## src/rtl/alarm_ctrl_if.sv

```systemverilog
// Mode, key, time and status signals shared between the alarm controller and its surroundings.
interface alarm_ctrl_if;
    logic [1:0]  en;
    logic        arm;
    logic        key_stop_n;
    logic        key_snooze_n;
    logic [19:0] time_sec;
    logic [19:0] alarm_sec;
    logic        ring;
    logic        beep;
    logic [1:0]  state;
    logic [2:0]  snooze_cnt;

    modport master (
        output en, arm, key_stop_n, key_snooze_n, time_sec, alarm_sec,
        input  ring, beep, state, snooze_cnt
    );

    modport slave (
        input  en, arm, key_stop_n, key_snooze_n, time_sec, alarm_sec,
        output ring, beep, state, snooze_cnt
    );
endinterface

```

## src/rtl/alarm_ctrl.sv

```systemverilog
// Alarm sequencer: idle / armed / ringing / snoozed, driven by a 1 Hz tick.
// Define ALARM_SNOOZE_EN for snooze support; otherwise the snooze key acts as a second stop key.
module alarm_ctrl #(
    parameter int RING_SEC   = 60,
    parameter int SNOOZE_SEC = 300,
    parameter int MAX_SNOOZE = 3,
    parameter int DAY_SEC    = 86400
) (
    input  logic         clk_1s,
    input  logic         rst_n,
    alarm_ctrl_if.slave  bus
);
    localparam logic [1:0] S_IDLE  = 2'd0;
    localparam logic [1:0] S_ARMED = 2'd1;
    localparam logic [1:0] S_RING  = 2'd2;
    localparam logic [1:0] S_SNZ   = 2'd3;

    localparam int TMR_W = (RING_SEC > 1) ? $clog2(RING_SEC) : 1;
    localparam logic [TMR_W-1:0] TMR_LAST = TMR_W'(RING_SEC - 1);

    logic [1:0]       state_q, state_d;
    logic             ring_q, ring_d;
    logic             beep_q, beep_d;
    logic [2:0]       snz_q, snz_d;
    logic [TMR_W-1:0] tmr_q, tmr_d;
    logic [19:0]      target;
    logic             stop_key, snz_key, force_idle, match;

    assign force_idle = bus.en[1] | ~bus.arm;
    assign match      = (bus.time_sec == target);

`ifdef ALARM_SNOOZE_EN
    logic [19:0] target_q, target_d;

    function automatic logic [19:0] snooze_target(input logic [19:0] t);
        logic [20:0] s;
        s = {1'b0, t} + 21'(SNOOZE_SEC);
        if (s >= 21'(DAY_SEC))
            s = s - 21'(DAY_SEC);
        return s[19:0];
    endfunction

    assign stop_key = ~bus.key_stop_n;
    assign snz_key  = ~bus.key_snooze_n;
    assign target   = target_q;

    // target follows alarm_sec whenever the next state is ARMED, and is reprogrammed on snooze
    always_comb begin
        target_d = target_q;
        if (state_d == S_ARMED)
            target_d = bus.alarm_sec;
        else if (state_q == S_RING && state_d == S_SNZ)
            target_d = snooze_target(bus.time_sec);
    end

    always_ff @(posedge clk_1s or negedge rst_n) begin
        if (!rst_n) target_q <= '0;
        else        target_q <= target_d;
    end
`else
    assign stop_key = ~bus.key_stop_n | ~bus.key_snooze_n;
    assign snz_key  = 1'b0;
    assign target   = bus.alarm_sec;
`endif

    always_comb begin
        state_d = state_q;
        ring_d  = ring_q;
        beep_d  = beep_q;
        snz_d   = snz_q;
        tmr_d   = tmr_q;
        if (force_idle) begin
            state_d = S_IDLE;
            ring_d  = 1'b0;
            beep_d  = 1'b0;
            snz_d   = '0;
            tmr_d   = '0;
        end else begin
            case (state_q)
                S_IDLE: state_d = S_ARMED;
                S_ARMED: begin
                    if (match) begin
                        state_d = S_RING;
                        ring_d  = 1'b1;
                        beep_d  = 1'b1;
                        tmr_d   = '0;
                    end
                end
                S_RING: begin
                    // a snooze press at the limit falls through to the timeout check
                    if (stop_key) begin
                        state_d = S_ARMED;
                        snz_d   = '0;
                        ring_d  = 1'b0;
                        beep_d  = 1'b0;
                    end else if (snz_key && (snz_q < 3'(MAX_SNOOZE))) begin
                        state_d = S_SNZ;
                        snz_d   = snz_q + 3'd1;
                        ring_d  = 1'b0;
                        beep_d  = 1'b0;
                    end else if (tmr_q == TMR_LAST) begin
                        state_d = S_ARMED;
                        snz_d   = '0;
                        ring_d  = 1'b0;
                        beep_d  = 1'b0;
                    end else begin
                        tmr_d  = tmr_q + 1'b1;
                        beep_d = ~beep_q;
                    end
                end
                default: begin
                    if (stop_key) begin
                        state_d = S_ARMED;
                        snz_d   = '0;
                    end else if (match) begin
                        state_d = S_RING;
                        ring_d  = 1'b1;
                        beep_d  = 1'b1;
                        tmr_d   = '0;
                    end
                end
            endcase
        end
    end

    always_ff @(posedge clk_1s or negedge rst_n) begin
        if (!rst_n) begin
            state_q <= S_IDLE;
            ring_q  <= 1'b0;
            beep_q  <= 1'b0;
            snz_q   <= '0;
            tmr_q   <= '0;
        end else begin
            state_q <= state_d;
            ring_q  <= ring_d;
            beep_q  <= beep_d;
            snz_q   <= snz_d;
            tmr_q   <= tmr_d;
        end
    end

    assign bus.state      = state_q;
    assign bus.ring       = ring_q;
    assign bus.beep       = beep_q;
    assign bus.snooze_cnt = snz_q;
endmodule

```

## src/flat_wrapper.sv

```systemverilog
// flat-port wrapper written by rule: the top's interface ports become plain ports
module alarm_ctrl_flat 
#(
    parameter int RING_SEC   = 60,
    parameter int SNOOZE_SEC = 300,
    parameter int MAX_SNOOZE = 3,
    parameter int DAY_SEC    = 86400
)
  (clk_1s, rst_n, bus_en, bus_arm, bus_key_stop_n, bus_key_snooze_n, bus_time_sec, bus_alarm_sec, bus_ring, bus_beep, bus_state, bus_snooze_cnt);
  alarm_ctrl_if bus_i ();
  input  logic clk_1s;
  input  logic rst_n;
  input wire logic [$bits(bus_i.en)-1:0] bus_en;
  input wire logic [$bits(bus_i.arm)-1:0] bus_arm;
  input wire logic [$bits(bus_i.key_stop_n)-1:0] bus_key_stop_n;
  input wire logic [$bits(bus_i.key_snooze_n)-1:0] bus_key_snooze_n;
  input wire logic [$bits(bus_i.time_sec)-1:0] bus_time_sec;
  input wire logic [$bits(bus_i.alarm_sec)-1:0] bus_alarm_sec;
  output wire logic [$bits(bus_i.ring)-1:0] bus_ring;
  output wire logic [$bits(bus_i.beep)-1:0] bus_beep;
  output wire logic [$bits(bus_i.state)-1:0] bus_state;
  output wire logic [$bits(bus_i.snooze_cnt)-1:0] bus_snooze_cnt;
  assign bus_i.en = bus_en;
  assign bus_i.arm = bus_arm;
  assign bus_i.key_stop_n = bus_key_stop_n;
  assign bus_i.key_snooze_n = bus_key_snooze_n;
  assign bus_i.time_sec = bus_time_sec;
  assign bus_i.alarm_sec = bus_alarm_sec;
  assign bus_ring = bus_i.ring;
  assign bus_beep = bus_i.beep;
  assign bus_state = bus_i.state;
  assign bus_snooze_cnt = bus_i.snooze_cnt;
  alarm_ctrl #(.RING_SEC(RING_SEC), .SNOOZE_SEC(SNOOZE_SEC), .MAX_SNOOZE(MAX_SNOOZE), .DAY_SEC(DAY_SEC)) u_core (.clk_1s(clk_1s), .rst_n(rst_n), .bus(bus_i));
endmodule
```

## config.mk

```make
export PLATFORM = sky130hd
export DESIGN_NAME = alarm_ctrl_flat
export DESIGN_NICKNAME = d
export VERILOG_FILES = /design/src/rtl/alarm_ctrl_if.sv /design/src/rtl/alarm_ctrl.sv /design/src/flat_wrapper.sv
export SDC_FILE = /design/constraint.sdc
export NUM_CORES = 1
export LEC_CHECK = 0
export CAP_MARGIN = 10
export CORE_UTILIZATION = 35
export DETAILED_ROUTE_END_ITERATION = 12
export GPL_ROUTABILITY_DRIVEN = 0
export PLACE_DENSITY = 0.76
export SLEW_MARGIN = 20
export SYNTH_ARGS = -nofsm -noshare
export SYNTH_HDL_FRONTEND = slang
export SYNTH_SLANG_ARGS = --single-unit
```

## constraint.sdc

```tcl
create_clock -name clk_1s -period 1.65 [get_ports clk_1s]
set_clock_uncertainty 0.15 [all_clocks]
set_input_delay 0.33 -clock clk_1s [delete_from_list [all_inputs] [get_ports clk_1s]]
set_output_delay 0.33 -clock clk_1s [all_outputs]
set_load 0.1 [all_outputs]
```

==> impl_metrics.env, run 1 <==
export IMPL_status="finished with violations"
export IMPL_violations="setup timing"
export IMPL_die_y_um=56.0
export IMPL_critPathLaunchType="flip-flop"
export IMPL_grt_pass1_wl_um=5350
export IMPL_ant_nets=0
export IMPL_critPathMaxFanout=6
export IMPL_p_per_area_nw_per_um2=377
export IMPL_setup_violations=9
export IMPL_crit_type="reg2reg"
export IMPL_tightest_slew_ns=0.516
export IMPL_finalWirelength_um=3560
export IMPL_synth_cell_types=34
export IMPL_cts_buffers=3
export IMPL_p_leak_nw=0.926
export IMPL_dr_first_iter_drc_count=24
export IMPL_initial_core_util_pct=37.0
export IMPL_drc=0
export IMPL_intPower_uw=509
export IMPL_min_period_ns=1.74
export IMPL_grt_pass1_vias=1245
export IMPL_dp_cells=212
export IMPL_switching_power_uw=252
export IMPL_slowest_delay_ns=0.39
export IMPL_ys_seq_elements=10
export IMPL_dp_final_hpwl_um=2510
export IMPL_worstPathRequired_ns=1.66
export IMPL_min_path_type="in2async"
export IMPL_vias=1183
export IMPL_finalWorstSetupSlack_ns=-0.0923
export IMPL_antennaDiodeCount=0
export IMPL_place_area_sq_um=1770
export IMPL_ir_drop_v=0.000352
export IMPL_top_usage_layer="met2"
export IMPL_antenna_found_initial=0
export IMPL_clkSinkCount=10
export IMPL_drv_cap=0
export IMPL_drive_gt1_share_pct=37.5
export IMPL_nets=245
export IMPL_crit_slowest_cell="dfrtp_1"
export IMPL_relSlewSlack_pct=65.5
export IMPL_comb_power_share_pct=35.6
export IMPL_swShare_pct=33.1
export IMPL_areaGrowthSynthToFinish_pct=98.0
export IMPL_cts_tree="yes"
export IMPL_htreeDepth=1
export IMPL_drv_slew=0
export IMPL_finalSetupTns_ns=-0.497
export IMPL_yosysWarnings=0
export IMPL_hold_buffers=0
export IMPL_cp_end_kind="flip-flop"
export IMPL_rows=19
export IMPL_final_area_sq_um=2020
export IMPL_via_per_inst=5.30
export IMPL_grt_use_met1_pct=25.9
export IMPL_root_buffer="clkbuf_4"
export IMPL_fillers=205
export IMPL_grt_overflow_total=0
export IMPL_synth_cell_area_sq_um=1020
export IMPL_fmax_mhz=574
export IMPL_ioPinCount=54
export IMPL_grt_use_total_pct=21.3
export IMPL_first_pass_iters=4
export IMPL_netlist_instances=117
export IMPL_grt_setup_unrepaired="true"
export IMPL_use_met3_pct=4.42
export IMPL_place_port_buffers=49
export IMPL_hold_viol=0
export IMPL_clockBufferDepth=2
export IMPL_syn_area_per_cell_sq_um=8.72
export IMPL_cp_arrival_ns=1.75
export IMPL_pwr_share_seq_pct=33.0
export IMPL_grt_use_met2_pct=37.4
export IMPL_ys_seq_area_share_pct=24.5
export IMPL_insertion_delay_ns=0.27
export IMPL_routedWlPerCell_um=16.0
export IMPL_grt_max_degree=11
export IMPL_clk_pin_slew_worst_paths_ns=0.08
export IMPL_fin_cells=223
export IMPL_clock_power_share_pct=31.4
export IMPL_die_width_um=56.0
export IMPL_path_cells="ha_2, and4b_4, a21oi_2, o21bai_4, a32oi_2, o41ai_2"
export IMPL_dieArea_sq_um=3130
export IMPL_period_share_pct=106
export IMPL_place_ws_ns=-0.439
export IMPL_core_area_sq_um=2760
## path summary, 6_finish.rpt
kind                            startpoint             endpoint  slack, ns  depth (start not counted)
setup reg to reg           u_core.tmr_q[0]      u_core.tmr_q[2]      -0.09                          6
hold / removal                       rst_n  u_core.bus.state[1]       0.24                          1
min in group clk_1s        u_core.bus.ring      u_core.bus.ring       0.44                          2
setup / recovery           u_core.tmr_q[0]      u_core.tmr_q[2]      -0.09                          6
hold reg to reg            u_core.bus.ring      u_core.bus.ring       0.44                          2
max in group asynchronous            rst_n  u_core.bus.state[0]       0.72                          1
## stage by stage
stage | hold WS [ns] | util [%] | power (mW)
finish | 0.242 | 73.2 | 0.761
global route | 0.288 | 73.2 | 0.782
CTS | 0.253 | 66.7 | 0.742
detailed placement | 0.422 | 64.0 | 0.529
global placement | 0.411 | 64.0 | 0.521
floorplan | -0.116 | - | 0.377
## worst max-delay path: cells and delay by family (launching register included)
kind                       cells  cell delay [ns]
AOI/OAI and AO/OA              4             0.67
adders and majority gates      1             0.20
DFF                            1             0.39
and+or+nand+nor                1             0.21
## power groups by stage
stage,Sequential (mW),Clock [mW],Combinational (mW)
2_1_floorplan,0.267,0,0.110
3_3_place_gp,0.256,0,0.266
3_5_place_dp,0.256,0,0.273
4_1_cts,0.251,0.237,0.254
5_1_grt,0.251,0.244,0.287
6_report,0.251,0.239,0.270
## kinds of logic (layout without fill, tap and decap cells)
family | Yosys count | after routing | synth area share [%]
AND/OR/NAND/NOR | 35 | 35 | 19.3
flip-flops | 10 | 10 | 24.5
multiplexers | 1 | 1 | 0.982
buffers and inverters | 14 | 87 | 6.38
AO/OA/AOI/OAI | 27 | 27 | 21.7
adder cells (fa/ha/maj) | 5 | 5 | 6.13
XOR/XNOR | 24 | 24 | 20.6
other | 1 | 3 | 0.368
## placed cells by master (no fill, tap or decap), types with 3 or more instances in the layout
cell type        instances
buf_6                    5
nand2_1                  3
nor2_1                   5
nor4_2                   3
a21oi_2                  3
nand3_1                  3
clkdlybuf4s50_1          6
inv_1                    5
nor3_2                   4
conb_1                   3
dlymetal6s2s_1           9
o41ai_1                  3
xnor2_1                  3
buf_12                   4
buf_4                   21
xor2_1                  19
clkbuf_4                 3
clkdlybuf4s15_1          3
dfrtp_1                  8
nor4_1                   4
dlygate4sd2_1           27
## area by class of cell
class                      instances  area, sq um  area share (%)
inverter                           8         35.0            1.73
clock buffer                       4         36.3            1.80
sequential                        10          258            12.8
multi-input combinational         95          918            45.5
tap                               31         38.8            1.92
timing repair buffer              75          733            36.3
## state kept, by name (all words and copies together) (netlist names)
name and flops:
u_core.bus.state 2, u_core.bus.beep 1, u_core.bus.ring 1, u_core.tmr_q 6
## what timing repair did
action                                  in CTS  in global routing
gates resized for setup                     41                 35
endpoints found under the setup margin      10                 10
cloned                                       1                  0
pin swaps                                   19                 20
buffers inserted                             2                  4
## cell usage after synthesis, drive strengths merged
master	number	area [sq um]
and2b	1	7.51
dfrtp	10	250
a2111oi	1	27.5
and3	1	6.26
a31oi	2	12.5
o21a	1	7.51
a21oi	6	30.0
o31ai	1	12.5
nand2	4	15.0
o21ai	3	15.0
nor2	6	25.0
nor4	7	43.8
o21bai	1	11.3
and2	1	8.76
nor3	5	25.0
nand2b	3	18.8
o2bb2ai	1	8.76
o41ai	6	52.6
nor2b	1	6.26
xor2	21	184
xnor2	3	26.3
a22o	1	8.76
nand4	1	6.26
conb	1	3.75
ha	5	62.6
and4b	1	13.8
a32oi	4	35.0
inv	8	30.0
buf	3	22.5
nand3	4	20.0
clkbuf	3	12.5
mux2i	1	10.0
## routing by layer
layer	part of all wire, %	vias to the layer above	routed length, um
li1	-	568	-
met1	40	547	1430
met2	52	64	1860
met3	6.5	4	232
met4	0.82	0	29
met5	0	-	0
Note: power is estimated with default switching activity, not from simulation.
==> inputs of run 2 (changes only) <==
Settings changed: CORE_ASPECT_RATIO set to 1.2, GPL_ROUTABILITY_DRIVEN 0 to 1.
==> run 2 against run 1 <==
Compared with the run above: the flow still finishes with violations (setup timing); combinational power is 1% higher; total power is 7.6% lower; flip-flop and latch count stayed put; fmax is 2.0% lower; sequential share of layout area is 0.10 points higher; utilization is 1.3 points lower; sequential power hardly changed; worst hold slack worse by 0.0032 ns; critical path depth stayed put; via count is 0.25% higher; clock power is 26% lower; critical endpoint is now u_core.tmr_q[3]; largest power group unchanged; highest routed layer unchanged.
==> impl_metrics.env, run 2 (synthesized netlist as in run 1, its figures left out) <==
export IMPL_worstPathRequired_ns=1.66
export IMPL_dieArea_sq_um=3130
export IMPL_grt_pass1_wl_um=4800
export IMPL_regToRegEndpoint="u_core.tmr_q[3]"
export IMPL_nets=244
export IMPL_fmax_mhz=563
export IMPL_holdWs_ns=0.238
export IMPL_most_common_layout_cells="dlygate4sd2_1 (23), xor2_1 (21), buf_4 (21), dlymetal6s2s_1 (13), dfrtp_1 (8)"
export IMPL_tightest_slew_ns=0.497
export IMPL_routedWlPerCell_um=14.6
export IMPL_pwr_share_seq_pct=35.7
export IMPL_hold_viol=0
export IMPL_drv_slew=0
export IMPL_setup_violations=10
export IMPL_drv_cap=0
export IMPL_cp_end_kind="flip-flop"
export IMPL_mostFrequentLayoutCell="dlygate4sd2_1"
export IMPL_post_route_util_pct=71.9
export IMPL_insertion_delay_ns=0.27
export IMPL_p_leak_nw=0.956
export IMPL_endpoint="u_core.tmr_q[3]"
export IMPL_slowest_delay_ns=0.41
export IMPL_grt_use_total_pct=20.6
export IMPL_drc=0
export IMPL_dp_cells=216
export IMPL_crit_start="u_core.tmr_q[0]"
export IMPL_globalplace_congestion=0.835
export IMPL_place_ws_ns=-0.420
export IMPL_largest_reg_flops=6
export IMPL_cp_arrival_ns=1.79
export IMPL_grt_overflow_total=0
export IMPL_comb_power_share_pct=39.0
export IMPL_place_port_buffers=49
export IMPL_crit_slowest_cell="a2111oi_4"
export IMPL_cts_tree="yes"
export IMPL_first_pass_iters=4
export IMPL_crit_type="reg2reg"
export IMPL_relSlewSlack_pct=66.8
export IMPL_p_per_area_nw_per_um2=351
export IMPL_antennaDiodeCount=0
export IMPL_critPathMaxFanout=4
export IMPL_ioPinCount=54
export IMPL_via_per_inst=5.29
export IMPL_drive_gt1_share_pct=34.2
export IMPL_cts_buffers=3
export IMPL_clockBufferDepth=2
export IMPL_r2r_start="u_core.tmr_q[0]"
export IMPL_period_share_pct=108
export IMPL_die_width_um=51.3
export IMPL_r2r_worst_path_cells=6
export IMPL_ir_drop_v=0.000224
export IMPL_finalWirelength_um=3260
export IMPL_regMostFlops="u_core.tmr_q"
export IMPL_root_buffer="clkbuf_4"
export IMPL_htreeDepth=1
export IMPL_dr_first_iter_drc_count=61
export IMPL_fin_cells=224
export IMPL_areaGrowthSynthToFinish_pct=96.4
export IMPL_grt_pass1_vias=1230
export IMPL_ant_nets=0
export IMPL_status="finished with violations"
export IMPL_fillers=218
export IMPL_clk_pin_slew_worst_paths_ns=0.07
export IMPL_core_area_sq_um=2790
export IMPL_hold_buffers=0
export IMPL_swShare_pct=33.3
export IMPL_clkSinkCount=10
export IMPL_antenna_found_initial=0
export IMPL_intPower_uw=469
export IMPL_clock_power_share_pct=25.3
export IMPL_grt_setup_unrepaired="true"
export IMPL_dp_final_hpwl_um=2380
export IMPL_path_cells="ha_2, and4b_4, a2111oi_4, buf_4, a32oi_1, o41ai_1"
export IMPL_critPathLaunchType="flip-flop"
export IMPL_vias=1186
export IMPL_finalSetupTns_ns=-0.624
export IMPL_initial_core_util_pct=36.6
export IMPL_die_y_um=61.1
export IMPL_grt_max_degree=11
export IMPL_finalWorstSetupSlack_ns=-0.128
export IMPL_violations="setup timing"
export IMPL_rows=21
export IMPL_min_period_ns=1.78
export IMPL_switching_power_uw=234
export IMPL_min_path_type="in2async"
export IMPL_regToRegSetupSlack_ns=-0.13
==> run 2: how the worst min path moves through the flow <==
| stage | start | endpoint | cells after the start |
|---|---|---|---|
| 2_1_floorplan | rst_n | u_core.bus.beep | 0 |
| 3_3_place_gp | u_core.bus.ring | u_core.bus.ring | 2 |
| 3_5_place_dp | u_core.bus.ring | u_core.bus.ring | 2 |
| 4_1_cts | rst_n | u_core.bus.state[1] | 1 |
| 5_1_grt | rst_n | u_core.bus.state[1] | 1 |
| 6_report | rst_n | u_core.tmr_q[4] | 1 |
==> run 2: power by group through the flow <==
stage / logic (mW) / clock network [mW] / registers [mW]
after floorplan: 0.110 / 0 / 0.267
after global placement: 0.273 / 0 / 0.256
after detailed placement: 0.278 / 0 / 0.256
after CTS: 0.259 / 0.175 / 0.251
after global routing: 0.295 / 0.182 / 0.251
final: 0.274 / 0.178 / 0.251
==> run 2: stage by stage <==
stage	instance area (sq um)	power (mW)
2_1_floorplan	1100	0.377
3_3_place_gp	1800	0.529
3_5_place_dp	1800	0.534
4_1_cts	1840	0.685
5_1_grt	2000	0.727
6_report	2000	0.703
==> run 2: what timing repair did <==
| item | 4_1_cts | 5_1_grt |
|---|---|---|
| cloned | 0 | 1 |
| pin swaps | 10 | 9 |
| endpoints found under the hold margin | 0 | 0 |
| buffers inserted | 1 | 3 |
| setup endpoints to repair | 10 | 10 |
| resized for setup | 33 | 31 |
==> run 2: per-layer routing <==
metal  share of wire (%)  up-vias  global-route usage, %  wire (um)
li1                    -      568                      -          -
met2                  55       57                   40.8       1790
met5                   0        -                      0          0
met3                 5.8       10                   5.68        189
met4                 2.8        0                   8.88         90
met1                  36      551                   20.1       1190
==> run 2: area by class of cell <==
class | instances | area, sq um | area share [%]
Multi-Input combinational cell | 95 | 875 | 43.7
Clock buffer | 3 | 22.5 | 1.12
Inverter | 8 | 37.5 | 1.87
Timing Repair Buffer | 74 | 768 | 38.4
Sequential cell | 10 | 258 | 12.9
Tap cell | 34 | 42.5 | 2.12
==> run 2: critical path, delay by kind of cell, from the launching register on <==
family / cells / cell delay [ns]
fa+ha+maj: 1 / 0.19
simple gates: 1 / 0.21
compound gates: 3 / 0.54
buf+inv: 1 / 0.19
flops: 1 / 0.39
==> RTL change: new RTL, config.mk and constraints of run 1 <==
Add a define of `ALARM_SNOOZE_EN`.
--- a/src/rtl/alarm_ctrl.sv
+++ b/src/rtl/alarm_ctrl.sv
@@ -1,5 +1,7 @@
 // Alarm sequencer: idle / armed / ringing / snoozed, driven by a 1 Hz tick.
 // Define ALARM_SNOOZE_EN for snooze support; otherwise the snooze key acts as a second stop key.
+`define ALARM_SNOOZE_EN
+
 module alarm_ctrl #(
     parameter int RING_SEC   = 60,
     parameter int SNOOZE_SEC = 300,
Formal check against the unedited RTL: not equivalent (Yosys sat finds a counterexample within 4 cycles, from zero or initial values and one cycle with rst_n low).
==> RTL change against run 1 <==
  * The run still ends with negative setup slack left
  * First-iteration DRC count increased to 8.1 times the old value
  * Synthesized cell count increased to 3.0 times the old value
  * Critical endpoint is now u_core.target[11]$_DFFE_PN0P_
  * Sequential cell count increased by 23
  * Design area increased to 2.7 times the old value
  * Routed wire length increased to 3.3 times the old value
  * Combinational power increased to 4.7 times the old value
  * Setup slack got worse by 1300 ps
  * Highest routed layer unchanged
  * Via count increased to 3.1 times the old value
  * Largest cell class unchanged
  * Die area increased to 2.7 times the old value
  * Sequential power increased to 3.9 times the old value
  * Total power increased to 3.8 times the old value
  * Synthesized area increased to 2.8 times the old value
  * Core utilization decreased by 4.6 points
==> RTL change: results (changes against run 1) <==
Status
Outcome: complete, but fails checks (unchanged). Failing checks: negative setup slack (unchanged).

Drt
The wire length on met1 came to 4590 um (was 1430 um). The final wirelength is 11900 um (was 3560 um). The number of DRC violations after detailed-routing iteration 0 is 194 (was 24). The sum of met3 wire segment lengths after detailed routing is 481 um (was 232 um). The per-cell via count in the routed design is 5.65 (was 5.30). The routed length per placed instance was 18.4 um (was 16.0 um).

CTS
The clock latency reported for the late side of the worst-skew pair is 300 ps (was 270 ps). The TritonCTS buffer count came to 5 (was 3). The buffer cell driving the clock tree root is sky130_fd_sc_hd__clkbuf_8 (was sky130_fd_sc_hd__clkbuf_4).

Layout
The area of combinational cells with multiple inputs is 2390 um2 (was 918 um2). The inverter count was 7 (was 8). The non-clock buffer total of the final layout is 203 (was 75). The number of fillers in the final layout is 530 (was 205).

The number of combinational gates with multiple inputs is 293 (was 95). The non-clock buffer share of cell area is 34.7% (was 36.3%). The number of flip-flops under the largest register name is 20 (was 6). The multi-input gate share of total cell area is 44.6% (was 45.5%). The fraction of final layout cells sized beyond drive strength 1 was 49.3% (was 37.5%).

Power and ir drop
The leakage power total came to 0.00227 uW (was 0.000926 uW). The clock group total power was 636 uW (was 239 uW). The combinational share of power came to 44.1% (was 35.6%).

The cell internal power dissipation came to 1850 uW (was 509 uW).

Synthesis
The sequential share of the synthesized area came to 29.1% (was 24.5%). The count of different cell masters after synthesis came to 62 (was 34). The instance count of the mapped netlist is 350 (was 117).

The post-synthesis average cell area was 8.12 um2 (was 8.72 um2). Leading post-synthesis cells by cell area: sky130_fd_sc_hd__dfrtp_1 29%, sky130_fd_sc_hd__xnor2_1 12%, sky130_fd_sc_hd__o21ai_0 5.3%, sky130_fd_sc_hd__nand2_1 4.5%, sky130_fd_sc_hd__nor2_1 4.1% (was sky130_fd_sc_hd__dfrtp_1 25%, sky130_fd_sc_hd__xor2_1 18%, sky130_fd_sc_hd__ha_1 6.1%, sky130_fd_sc_hd__o41ai_1 5.2%, sky130_fd_sc_hd__nor4_1 4.3%).

Place
The final HPWL from detailed placement is 7830 um (was 2510 um). The instance count after placement with tap cells included is 601 (was 212). The number of buffer cells added on primary ports came to 52 (was 49). The worst slack at placement is -1930 ps (was -439 ps).

Timing
The setup slack of the critical path after layout is -1420 ps (was -92.3 ps). The number of setup violations in the final report is 33 (was 9). The setup TNS is -28090 ps (was -497 ps).

Global route
The met3 layer usage reported by global route is 4.64% (was 4.42%). The met1 demand-to-capacity share in global routing is 30.4% (was 25.9%). The overall fraction of global-route tracks in use is 27.2% (was 21.3%).

Critical path
The cell depth of the worst flop-to-flop path was 9 (was 6). The peak per-stage delay on the critical path is 510 ps (was 390 ps). The data arrival time of the critical path was 3100 ps (was 1750 ps).
-- RTL change: changes by cell type after synthesis, sizes merged, moves of 7 or more --
cell	before	now
nor3	5	19
a211oi	0	16
nand4	1	8
o21ai	3	32
nor2	6	34
a21oi	6	18
xnor2	3	39
xor2	21	7
dfrtp	10	33
nand2	4	35
-- RTL change: logic make-up after synthesis --
kind of cell | after synthesis | synth area share [%]
fa+ha+maj | 5 | 2.20
mux | 4 | 1.45
simple gates | 133 | 24.0
compound gates | 105 | 24.9
flops | 33 | 29.1
xor+xnor | 46 | 14.4
buf+inv | 24 | 3.92
-- RTL change: path summary, 6_finish.rpt --
kind	to	slack [ps]
setup / recovery	u_core.target[11]$_DFFE_PN0P_	-1420
hold / removal	u_core.bus.snooze_cnt[2]$_DFFE_PN0P_	250
setup reg to reg	u_core.target[19]$_DFFE_PN0P_	-870
hold reg to reg	u_core.target[15]$_DFFE_PN0P_	370
max in group asynchronous	u_core.bus.state[0]$_DFF_PN0_	900
min in group clk_1s	u_core.target[4]$_DFFE_PN0P_	320
